## src/rtl/uart_resp_pkg.sv

```systemverilog
// Shared types and constants for the UART command responder.
package uart_resp_pkg;

    typedef enum logic [2:0] {
        IDLE,
        GET_ADDR,
        GET_DATA,
        READ,
        RCAP,
        SEND,
        WAIT_TX
    } state_t;

    localparam logic [7:0] OP_READ  = 8'h52;
    localparam logic [7:0] OP_WRITE = 8'h57;
    localparam logic [7:0] DEF_ACK  = 8'h06;
    localparam logic [7:0] DEF_NAK  = 8'h15;

endpackage

```

## src/rtl/uart_cmd_responder.sv

```systemverilog
// Byte command responder: 'R' addr / 'W' addr data -> register access + one reply byte.
// Optional inter-byte timeout enabled by defining UART_RESP_TIMEOUT_EN.
module uart_cmd_responder
    import uart_resp_pkg::*;
#(
    parameter int          ADDR_W         = 8,
    parameter int          TIMEOUT_CYCLES = 1000000,
    parameter logic [7:0]  ACK_BYTE       = DEF_ACK,
    parameter logic [7:0]  NAK_BYTE       = DEF_NAK
) (
    input  logic              clk,
    input  logic              reset_n,
    input  logic [7:0]        rx_data,
    input  logic              rx_ready,
    output logic [7:0]        tx_data,
    output logic              tx_start,
    input  logic              tx_busy,
    output logic [ADDR_W-1:0] reg_addr,
    output logic              reg_rd_en,
    input  logic [7:0]        reg_rd_data,
    output logic              reg_wr_en,
    output logic [7:0]        reg_wr_data,
    output logic              overrun,
    output logic              timeout
);

    state_t     state, state_d;
    logic       op_wr, op_wr_d;
    logic       guard, guard_d;
    logic       tx_ld, addr_ld, wdata_ld, wr_pulse, ovr_set;
    logic [7:0] tx_nxt;
    logic       to_hit, to_pulse;

    always_ff @(posedge clk) begin
        if (!reset_n) begin
            state <= IDLE;
            op_wr <= 1'b0;
            guard <= 1'b0;
        end else begin
            state <= state_d;
            op_wr <= op_wr_d;
            guard <= guard_d;
        end
    end

    always_comb begin
        state_d  = state;
        op_wr_d  = op_wr;
        guard_d  = guard;
        tx_ld    = 1'b0;
        tx_nxt   = NAK_BYTE;
        addr_ld  = 1'b0;
        wdata_ld = 1'b0;
        wr_pulse = 1'b0;
        ovr_set  = 1'b0;
        to_pulse = 1'b0;
        unique case (state)
            IDLE: if (rx_ready) begin
                if (rx_data == OP_READ) begin
                    state_d = GET_ADDR;
                    op_wr_d = 1'b0;
                end else if (rx_data == OP_WRITE) begin
                    state_d = GET_ADDR;
                    op_wr_d = 1'b1;
                end else begin
                    tx_ld   = 1'b1;
                    state_d = SEND;
                end
            end
            GET_ADDR: if (rx_ready) begin
                addr_ld = 1'b1;
                state_d = op_wr ? GET_DATA : READ;
            end else if (to_hit) begin
                to_pulse = 1'b1;
                state_d  = IDLE;
            end
            GET_DATA: if (rx_ready) begin
                wdata_ld = 1'b1;
                wr_pulse = 1'b1;
                tx_ld    = 1'b1;
                tx_nxt   = ACK_BYTE;
                state_d  = SEND;
            end else if (to_hit) begin
                to_pulse = 1'b1;
                state_d  = IDLE;
            end
            READ: state_d = RCAP;
            RCAP: begin
                tx_ld   = 1'b1;
                tx_nxt  = reg_rd_data;
                state_d = SEND;
            end
            SEND: if (!tx_busy) begin
                guard_d = 1'b1;
                state_d = WAIT_TX;
            end
            WAIT_TX: begin
                // busy from the transmitter may lag tx_start by a cycle
                if (guard)         guard_d = 1'b0;
                else if (!tx_busy) state_d = IDLE;
            end
            default: state_d = IDLE;
        endcase
        if (rx_ready && (state == READ || state == RCAP || state == SEND || state == WAIT_TX))
            ovr_set = 1'b1;
    end

    always_ff @(posedge clk) begin
        if (!reset_n) begin
            tx_data     <= '0;
            reg_addr    <= '0;
            reg_wr_data <= '0;
            reg_wr_en   <= 1'b0;
            overrun     <= 1'b0;
        end else begin
            if (tx_ld)    tx_data     <= tx_nxt;
            if (addr_ld)  reg_addr    <= rx_data[ADDR_W-1:0];
            if (wdata_ld) reg_wr_data <= rx_data;
            reg_wr_en <= wr_pulse;
            if (ovr_set)  overrun     <= 1'b1;
        end
    end

    assign tx_start  = (state == SEND) && !tx_busy;
    assign reg_rd_en = (state == READ);

`ifdef UART_RESP_TIMEOUT_EN
    localparam int CNT_W = (TIMEOUT_CYCLES > 1) ? $clog2(TIMEOUT_CYCLES) : 1;
    logic [CNT_W-1:0] to_cnt;
    logic             in_arg;

    assign in_arg = (state == GET_ADDR) || (state == GET_DATA);

    always_ff @(posedge clk) begin
        if (!reset_n || rx_ready || !in_arg) to_cnt <= '0;
        else                                 to_cnt <= to_cnt + 1'b1;
    end

    assign to_hit  = in_arg && (to_cnt == CNT_W'(TIMEOUT_CYCLES - 1));
    assign timeout = to_pulse;
`else
    logic unused_to_pulse;
    assign to_hit          = 1'b0;
    assign unused_to_pulse = to_pulse;
    assign timeout         = 1'b0;
`endif

endmodule

```

## config.mk

```make
export PLATFORM = sky130hd
export DESIGN_NAME = uart_cmd_responder
export DESIGN_NICKNAME = d
export VERILOG_FILES = /design/src/rtl/uart_resp_pkg.sv /design/src/rtl/uart_cmd_responder.sv
export SDC_FILE = /design/constraint.sdc
export NUM_CORES = 1
export LEC_CHECK = 0
export BUFFER_PORTS_ARGS = -buffer_cell sky130_fd_sc_hd__buf_4
export CAP_MARGIN = 0
export CORE_MARGIN = 4
export CORE_UTILIZATION = 48
export CTS_BUF_LIST = sky130_fd_sc_hd__clkbuf_4 sky130_fd_sc_hd__clkbuf_8 sky130_fd_sc_hd__clkbuf_16
export DETAILED_ROUTE_END_ITERATION = 6
export GPL_ROUTABILITY_DRIVEN = 0
export PLACE_DENSITY = 0.83
export SLEW_MARGIN = 40
export SYNTH_ARGS = -nofsm -noshare
export SYNTH_HDL_FRONTEND = slang
export SYNTH_SLANG_ARGS = --single-unit
```

## constraint.sdc

```tcl
create_clock -name clk -period 1.75 [get_ports clk]
set_input_delay 0 -clock clk [delete_from_list [all_inputs] [get_ports clk]]
set_output_delay 0 -clock clk [all_outputs]
set_load 0.05 [all_outputs]
```

Yosys cells after proc, flatten, opt, wreduce, memory -nomap -nowiden

Cells that the tools add are included.

Equality and inequality tests: 14
Muxes and demuxes: 24
Reductions and logical operators: 12

Operator list:

| kind                                          | number |
|---|---|
| two-way mux 3 bit                             | 8 |
| case mux 3 bit (7 select lines)               | 1 |
| == test 8 x 7 -> 1 bit, second input constant | 2 |
| case mux 8 bit (2 select lines)               | 1 |
| != test 2 bit, second input constant          | 6 |
| two-way mux 1 bit                             | 11 |
| == test 3 bit, second input constant          | 3 |
| == test 3 x 2 -> 1 bit, second input constant | 2 |
| AND reduction 6 bit                           | 1 |
| two-way mux 5 bit                             | 1 |
| nonzero test 2 bit                            | 2 |
| == test 3 x 1 -> 1 bit, second input constant | 1 |
| zero test 3 bit                               | 1 |
| logical OR 1 bit                              | 3 |
| case mux 1 bit (3 select lines)               | 1 |
| AND reduction 3 bit                           | 1 |
| logical AND 1 bit                             | 2 |
| case mux 1 bit (2 select lines)               | 1 |
| AND reduction 2 bit                           | 1 |
| zero test 1 bit                               | 1 |

Flip-flop bits (word level): 31
Input bits: 20
Output and inout bits: 29
Word-level logic and storage cells: 58

Depth between registers and ports, before layout

Gate-level depths: netlist of run 1.

Depth in word-level cells: 6
Depth in mapped cells: 6
Depth with buffers taken out: 4

Least setup slack after synthesis of run 1

Ideal clock, no wire load.

Path type: register -> output
Start point: reg state[2]
End point: out tx_start
Arrival time: 1803 ps
Data required time: 1750 ps
Path slack: -53 ps
Cell stages (with the launch flop): 4
Buffers on the path: 1
Path through: dfxtp_1 -> buf_1 -> inv_1 -> nor3_1

Cells in the longest elaborated chain, start to end: 2

Ends and longest elaborated chain:

| item                   | RTL line                  | source |
|---|---|---|
| start, declared        | uart_cmd_responder.sv:27  | `state_t state, state_d;` |
| start signal, assigned | uart_cmd_responder.sv:40  | `state <= state_d;` |
| == test 3 bit          | uart_cmd_responder.sv:124 | `assign tx_start = (state == SEND) && !tx_busy;` |
| logical AND 1 bit      | uart_cmd_responder.sv:124 |  |
| end, declared          | uart_cmd_responder.sv:16  | `output logic tx_start,` |

No other way between the ends.

Worst setup path in the final report of run 1

Start point: reg state[2]
End point: reg tx_data[6]

Cells in the longest elaborated chain, start to end: 2
Elaborated cells between the ends (all ways): 5
Classes of those cells: 2 x eq/ne; 2 x mux; 1 x reduce/logical

Ends and longest elaborated chain:

| item                                                                               | RTL line                  | source |
|---|---|---|
| == test 3 bit, or another cell as far along                                        | uart_cmd_responder.sv:57  | `unique case (state)` |
| case mux 1 bit (3 select lines) or case mux 8 bit (2 select lines) (tied branches) | uart_cmd_responder.sv:57  |  |
| end signal, assigned                                                               | uart_cmd_responder.sv:116 | `if (tx_ld) tx_data <= tx_nxt;` |
| end, declared                                                                      | uart_cmd_responder.sv:15  | `output logic [7:0] tx_data,` |

Several ways; a longest one is shown, not always the timed one.
A chain may end at the register's enable or synchronous reset.

==> Flow_metrics.wiki, run 1 <==
{| class="wikitable"
! Metric !! Value
|-
| Global route total overflow || 0
|-
| Share of the synthesized area in the top cell type || 0.467
|-
| Die ar. || 3680 µm²
|-
| Remaining antenna violation count after routing || 0
|-
| Setup repair after global routing missed its margin || no
|-
| Number of cells on the worst reg-to-reg path || 4
|-
| Number of antenna cells inserted || 0
|-
| Post-synthesis compound-gate area fraction || 0.241
|-
| Critical Path Source Type || register
|-
| Final worst clock skew || 5.63 ps
|-
| Count of clock tree sinks || 31
|-
| Biggest fanout along the worst timing path || 13
|-
| DR pass1 iterations || 4
|-
| Most used cells in the layout excluding fill and tap cells || 50 x sky130_fd_sc_hd__buf_4, 38 x sky130_fd_sc_hd__nand2_1, 31 x sky130_fd_sc_hd__dfxtp_1
|-
| DRC marker count from the first detailed-route iteration || 34
|-
| Xor-xnor portion of the synthesized cell area || 0.0132
|-
| Hold/Removal Path Class || input port to register
|-
| Most frequently used flop master after synthesis || sky130_fd_sc_hd__dfxtp_1
|-
| Die extent in x || 60.6 µm
|-
| Post-synthesis async set-or-reset flop share || 0
|-
| Number of vias after detailed routing || 1,358
|-
| Cell Count Post-Placement || 234
|-
| Gate count of the mapped netlist || 164
|-
| Average via count per standard cell || 5.30
|-
| Die Span Y || 60.6 µm
|-
| Post-synthesis share of cell area spent on and, or, nand and nor gates || 0.230
|-
| Post-synthesis mux area share || 0
|-
| Leading cell type in the layout, fill and taps excluded || sky130_fd_sc_hd__buf_4
|-
| Library cell with the largest summed area after synthesis || sky130_fd_sc_hd__dfxtp_1
|-
| Area growth from synthesis to layout || 45.2%
|-
| Number of nets in the finished design || 246
|-
| Buffers on Ports || 47
|-
| Category of the most critical setup path || register to register
|-
| Fin util || 0.752
|-
| Final non-filler cell total || 256
|-
| Max Transition Viols Final || 0
|-
| Ratio of cells with drive above 1 in the final layout || 0.288
|-
| Final TNS setup || 0 ps
|-
| Worst hold endpoint || tx_data[0]
|-
| Post-Synthesis Cell Area || 1330 µm²
|-
| Average wire length per cell after detail routing || 13.8 µm
|-
| Result of the run || finished, final reports clean
|-
| Clock root buffer || sky130_fd_sc_hd__clkbuf_4
|-
| Peak supply drop || 0.970 mV
|-
| Number of setup buffers added after CTS || 0
|-
| Worst R2R End || tx_data[6]
|-
| Number of standard-cell rows in the floorplan || 18
|-
| Maximum frequency from static timing analysis || 609 MHz
|-
| Clock transition time at the flip-flop clock pins of the worst setup and hold paths || 90 ps
|-
| Number of endpoints failing setup at the final stage || 0
|-
| Starting utilization of the core area || 0.518
|-
| Worst Hold Depth || 3
|-
| H-tree depth reported by CTS || 2
|-
| DRC errors left || 0
|-
| Fin crit period || 1640 ps
|-
| Number of max-capacitance violations reported || 0
|-
| Critical register-to-register path startpoint || state[2]
|-
| Proportion of synthesized chip area in sequential cells || 0.467
|-
| Antenna violations before repair || 0
|-
| Synth warn || 0
|-
| Combinational family with the most area after synthesis || compound AO/OA/AOI/OAI gates
|-
| Total detailed-routing wirelength || 3540 µm
|-
| Worst Path Required || 1980 ps
|-
| Maximum number of pins on one net before global-route repair || 21
|-
| Areal power density over the cells || 1030 nW/µm²
|-
| Largest incremental delay on the critical path || 550 ps
|-
| CP cell instances || nand2b_1, a21oi_1, o21ai_4, a32o_2
|-
| CTS buffer count || 5
|-
| Final critical-path share of the clock period || 0.939
|-
| Number of synthesized register bits || 31
|-
| CTS tree || yes
|-
| Count of flip-flops with a built-in enable after synthesis || 0
|-
| Post-cts resize count || 0
|-
| IO Count || 49
|-
| Cell types with the largest area share after synthesis || sky130_fd_sc_hd__dfxtp_1 47%, sky130_fd_sc_hd__nand2_1 11%, sky130_fd_sc_hd__a21oi_1 9.8%
|-
| Hold Vio Cnt, Final || 0
|-
| Wire length of the first global-routing pass || 5690 µm
|-
| Syn nets || 184
|-
| Number of global-route vias before repair || 1,239
|-
| Clock Latency Late Sink || 330 ps
|-
| Worst Min Path Start || reg_rd_data[0]
|-
| Half-perimeter wire length after placement || 2420 µm
|-
| Leak || 0.000831 µW
|-
| Number of distinct library cell variants in the gate-level netlist after synthesis || 34
|-
| Post-Synth Adder-Cell Area || 0
|-
| Combined global-route utilization of all metal layers || 0.211
|-
| CP arrival || 1870 ps
|-
| R2r setup slk || 110 ps
|-
| Overall power of the completed layout || 1990 µW
|-
| Core footprint || 2570 µm²
|-
| Critical path endpoint category || register
|-
| Max clock buf depth || 2
|-
| Slowest stage cell, crit path || sky130_fd_sc_hd__dfxtp_1
|-
| Synthesized area per cell || 8.11 µm²
|}
## critical path, delay by kind of cell, from the launching register on
kind	cells	cell delay, ps
flops	1	550
simple gates	1	240
compound gates	3	760
## sequential cells by signal, indices dropped and copies added (netlist names)
register     count
op_wr            1
overrun          1
state            3
reg_wr_data      8
reg_wr_en        1
tx_data          8
reg_addr         8
guard            1
## routing by layer
metal | GRT usage | part of all wire | up-vias
met3 | 0.0894 | 0.065 | 8
li1 | - | - | 695
met4 | 0.0712 | 0.016 | 0
met5 | 0 | 0 | -
met1 | 0.262 | 0.43 | 609
met2 | 0.328 | 0.49 | 46
## layout make-up
cell class                      instances  area [µm²]
Multi-Input combinational cell        118         653
Fill cell                             183         637
Sequential cell                        31         621
Timing Repair Buffer                   65         526
Clock buffer                            6        45.0
Tap cell                               30        37.5
Clock inverter                          1        30.0
Inverter                                5        18.8
## cells in the mapped netlist (all sizes together), types with 3 or more instances
master,number
o311ai,3
nand2b,4
nor2,10
nand2,38
clkbuf,7
buf,3
inv,5
dfxtp,31
a21oi,26
o21ai,8
nor3,3
a32o,4
## power by group
part	switching [µW]	internal, µW	total (µW)
Sequential	70.3	778	849
Clock	235	310	545
Combinational	373	224	597
## kinds of logic (layout without fill, tap and decap cells)
kind of cell	after synthesis	in the layout
simple gates	65	65
compound gates	50	50
flops	31	31
buf+inv	15	77
xor+xnor	2	2
other cells	1	1
## how the worst max path moves through the flow
stage                        start  cells after the start  slack [ps]    endpoint
after floorplan           state[2]                      5         300  tx_data[3]
after global placement    state[2]                      4         240  tx_data[3]
after detailed placement  state[2]                      4         140  tx_data[6]
after CTS                 state[2]                      4         130  tx_data[6]
after global routing      state[2]                      4          10  tx_data[6]
final                     state[2]                      4         110  tx_data[6]
## through the flow
step                      cell area (µm²)  hold slack, ps  setup slack [ps]
after floorplan                      1340             101               305
after global placement               1710             211               236
after detailed placement             1710             219               138
after CTS                            1930            22.1               132
after global routing                 1930            59.7              12.7
final                                1930            23.3               107
## timing repair
item                                    in CTS  in global routing
endpoints found under the setup margin       0                  0
hold buffers                                15                  0
endpoints found under the hold margin       22                  0
Note: power is estimated with default switching activity, not from simulation.
==> inputs of run 2 (changes only) <==
--- a/config.mk
+++ b/config.mk
@@ -13,6 +13,7 @@
 export DETAILED_ROUTE_END_ITERATION = 6
 export GPL_ROUTABILITY_DRIVEN = 0
 export PLACE_DENSITY = 0.83
+export RECOVER_POWER = 25
 export SLEW_MARGIN = 40
 export SYNTH_ARGS = -nofsm -noshare
 export SYNTH_HDL_FRONTEND = slang
==> run 2 against run 1 <==
Cell area fell by 2.7%. Sequential cell count did not move. Register-to-register slack got worse by 40 ps. Combinational power fell by 3%. Total power fell by 0.99%. Via count rose by 0.44%. Non-clock buffer count did not move. Worst setup slack got worse by 36 ps. Largest cell class unchanged. Largest power group unchanged.
==> Flow_metrics.wiki, run 2 (synthesis gave the netlist of run 1 again) <==
{| class="wikitable"
! Metric !! Value
|-
| Result of the run || finished, final reports clean
|-
| Critical path endpoint category || register
|-
| Clock Latency Late Sink || 330 ps
|-
| Ratio of cells with drive above 1 in the final layout || 0.226
|-
| Die extent in x || 60.6 µm
|-
| Post-cts resize count || 0
|-
| Clock root buffer || sky130_fd_sc_hd__clkbuf_4
|-
| CTS tree || yes
|-
| DRC errors left || 0
|-
| Peak supply drop || 0.970 mV
|-
| Global route total overflow || 0
|-
| Leak || 0.000773 µW
|-
| Leading cell type in the layout, fill and taps excluded || sky130_fd_sc_hd__nand2_1
|-
| Count of clock tree sinks || 31
|-
| Most used cells in the layout excluding fill and tap cells || 38 x sky130_fd_sc_hd__nand2_1, 36 x sky130_fd_sc_hd__buf_4, 31 x sky130_fd_sc_hd__dfxtp_1
|-
| Cell Count Post-Placement || 234
|-
| H-tree depth reported by CTS || 2
|-
| Total detailed-routing wirelength || 3580 µm
|-
| Maximum frequency from static timing analysis || 596 MHz
|-
| Final TNS setup || 0 ps
|-
| Worst R2R End || tx_data[6]
|-
| Area growth from synthesis to layout || 41.2%
|-
| Hold Vio Cnt, Final || 0
|-
| Cell area reported after detailed placement || 1710 µm²
|-
| Critical register-to-register path startpoint || state[2]
|-
| Timing endpoint of the critical path || tx_data[6]
|-
| Antenna violations before repair || 0
|-
| Remaining antenna violation count after routing || 0
|-
| Final non-filler cell total || 256
|-
| Biggest fanout along the worst timing path || 13
|-
| DR pass1 iterations || 4
|-
| Number of global-route vias before repair || 1,239
|-
| Number of nets in the finished design || 246
|-
| Number of vias after detailed routing || 1,364
|-
| IO Count || 49
|-
| Die ar. || 3680 µm²
|-
| Final worst clock skew || 7.87 ps
|-
| CP arrival || 1910 ps
|-
| Max Transition Viols Final || 0
|-
| Worst-margin pin slew || 610 ps
|-
| Final worst hold slack || 20.9 ps
|-
| Hold/Removal Path Class || input port to register
|-
| Number of max-capacitance violations reported || 0
|-
| Areal power density over the cells || 1050 nW/µm²
|-
| DRC marker count from the first detailed-route iteration || 34
|-
| Buffers on Ports || 47
|-
| Category of the most critical setup path || register to register
|-
| Critical path launch point || state[2]
|-
| Wire length of the first global-routing pass || 5690 µm
|-
| Half-perimeter wire length after placement || 2420 µm
|-
| Final std cell area, no fill || 1880 µm²
|-
| CTS buffer count || 5
|-
| Starting utilization of the core area || 0.518
|-
| Number of standard-cell rows in the floorplan || 18
|-
| Average via count per standard cell || 5.33
|-
| Fin crit period || 1680 ps
|-
| Tightest slew margin relative to the limit || 0.595
|-
| Maximum number of pins on one net before global-route repair || 21
|-
| Average wire length per cell after detail routing || 14.0 µm
|-
| Die Span Y || 60.6 µm
|-
| Clock transition time at the flip-flop clock pins of the worst setup and hold paths || 100 ps
|-
| Final critical-path share of the clock period || 0.959
|-
| R2r setup slk || 70 ps
|-
| Number of cells on the worst reg-to-reg path || 4
|-
| Largest regs || reg_addr: 8 flops, reg_wr_data: 8 flops, tx_data: 8 flops
|-
| Number of antenna cells inserted || 0
|-
| Number of setup buffers added after CTS || 0
|-
| Critical Path Source Type || register
|-
| Core footprint || 2570 µm²
|-
| Combined global-route utilization of all metal layers || 0.211
|-
| Max clock buf depth || 2
|-
| Layout fillers || 208
|-
| Number of endpoints failing setup at the final stage || 0
|-
| Worst Path Required || 1980 ps
|-
| Setup repair after global routing missed its margin || no
|}
-- run 2: changes by cell type in the layout (fill, tap and decap cells not counted) --
cell	before	now
sky130_fd_sc_hd__buf_4	50	36
sky130_fd_sc_hd__clkbuf_1	0	14
-- run 2: power breakdown --
group / switching (µW) / internal (µW) / leakage (µW)
sequential: 70.6 / 778 / 0.000253
combinational: 374 / 203 / 0.000478
clock: 235 / 310 / 0.0000417
total: 680 / 1290 / 0.000773
-- run 2: repair_timing --
item / in CTS / in global routing
hold endpoints to repair: 22 / 0
hold buffers: 15 / 0
setup endpoints to repair: 0 / 0
-- run 2: routing by layer --
metal	track usage	routed length [µm]
met2	0.328	1770
met1	0.262	1500
met3	0.0894	253
met5	0	0
met4	0.0712	55
-- run 2: worst max-delay path, cell delays in order (launching register included) --
cell                       delay (ps)
sky130_fd_sc_hd__dfxtp_1          570
sky130_fd_sc_hd__nand2b_1         250
sky130_fd_sc_hd__a21oi_1          350
sky130_fd_sc_hd__o21ai_4          130
sky130_fd_sc_hd__a32o_2           280
-- run 2: final cells by class --
type / count / area, µm² / area share
clock buffer: 6 / 45.0 / 0.0240
multi-input combinational: 118 / 653 / 0.348
tap: 30 / 37.5 / 0.0200
timing repair buffer: 65 / 473 / 0.252
clock inverter: 1 / 30.0 / 0.0160
inverter: 5 / 18.8 / 0.00999
sequential: 31 / 621 / 0.330
-- run 2: per-stage QoR --
step,setup WS (ps),utilization,power [µW]
final,71.4,0.731,1970
after global routing,12.7,0.731,2080
after CTS,132,0.752,1990
after detailed placement,138,0.664,1420
after global placement,236,0.664,1410
after floorplan,305,-,1250
-- run 2: worst min-delay path by stage --
stage          slack [ps]  cells after the start         end           start
2_1_floorplan         100                      1    tx_start         tx_busy
3_3_place_gp          210                      2  tx_data[5]  reg_rd_data[5]
3_5_place_dp          220                      2  tx_data[3]  reg_rd_data[3]
4_1_cts                20                      3  tx_data[0]  reg_rd_data[0]
5_1_grt                60                      3  tx_data[0]  reg_rd_data[0]
6_report               20                      3  tx_data[0]  reg_rd_data[0]
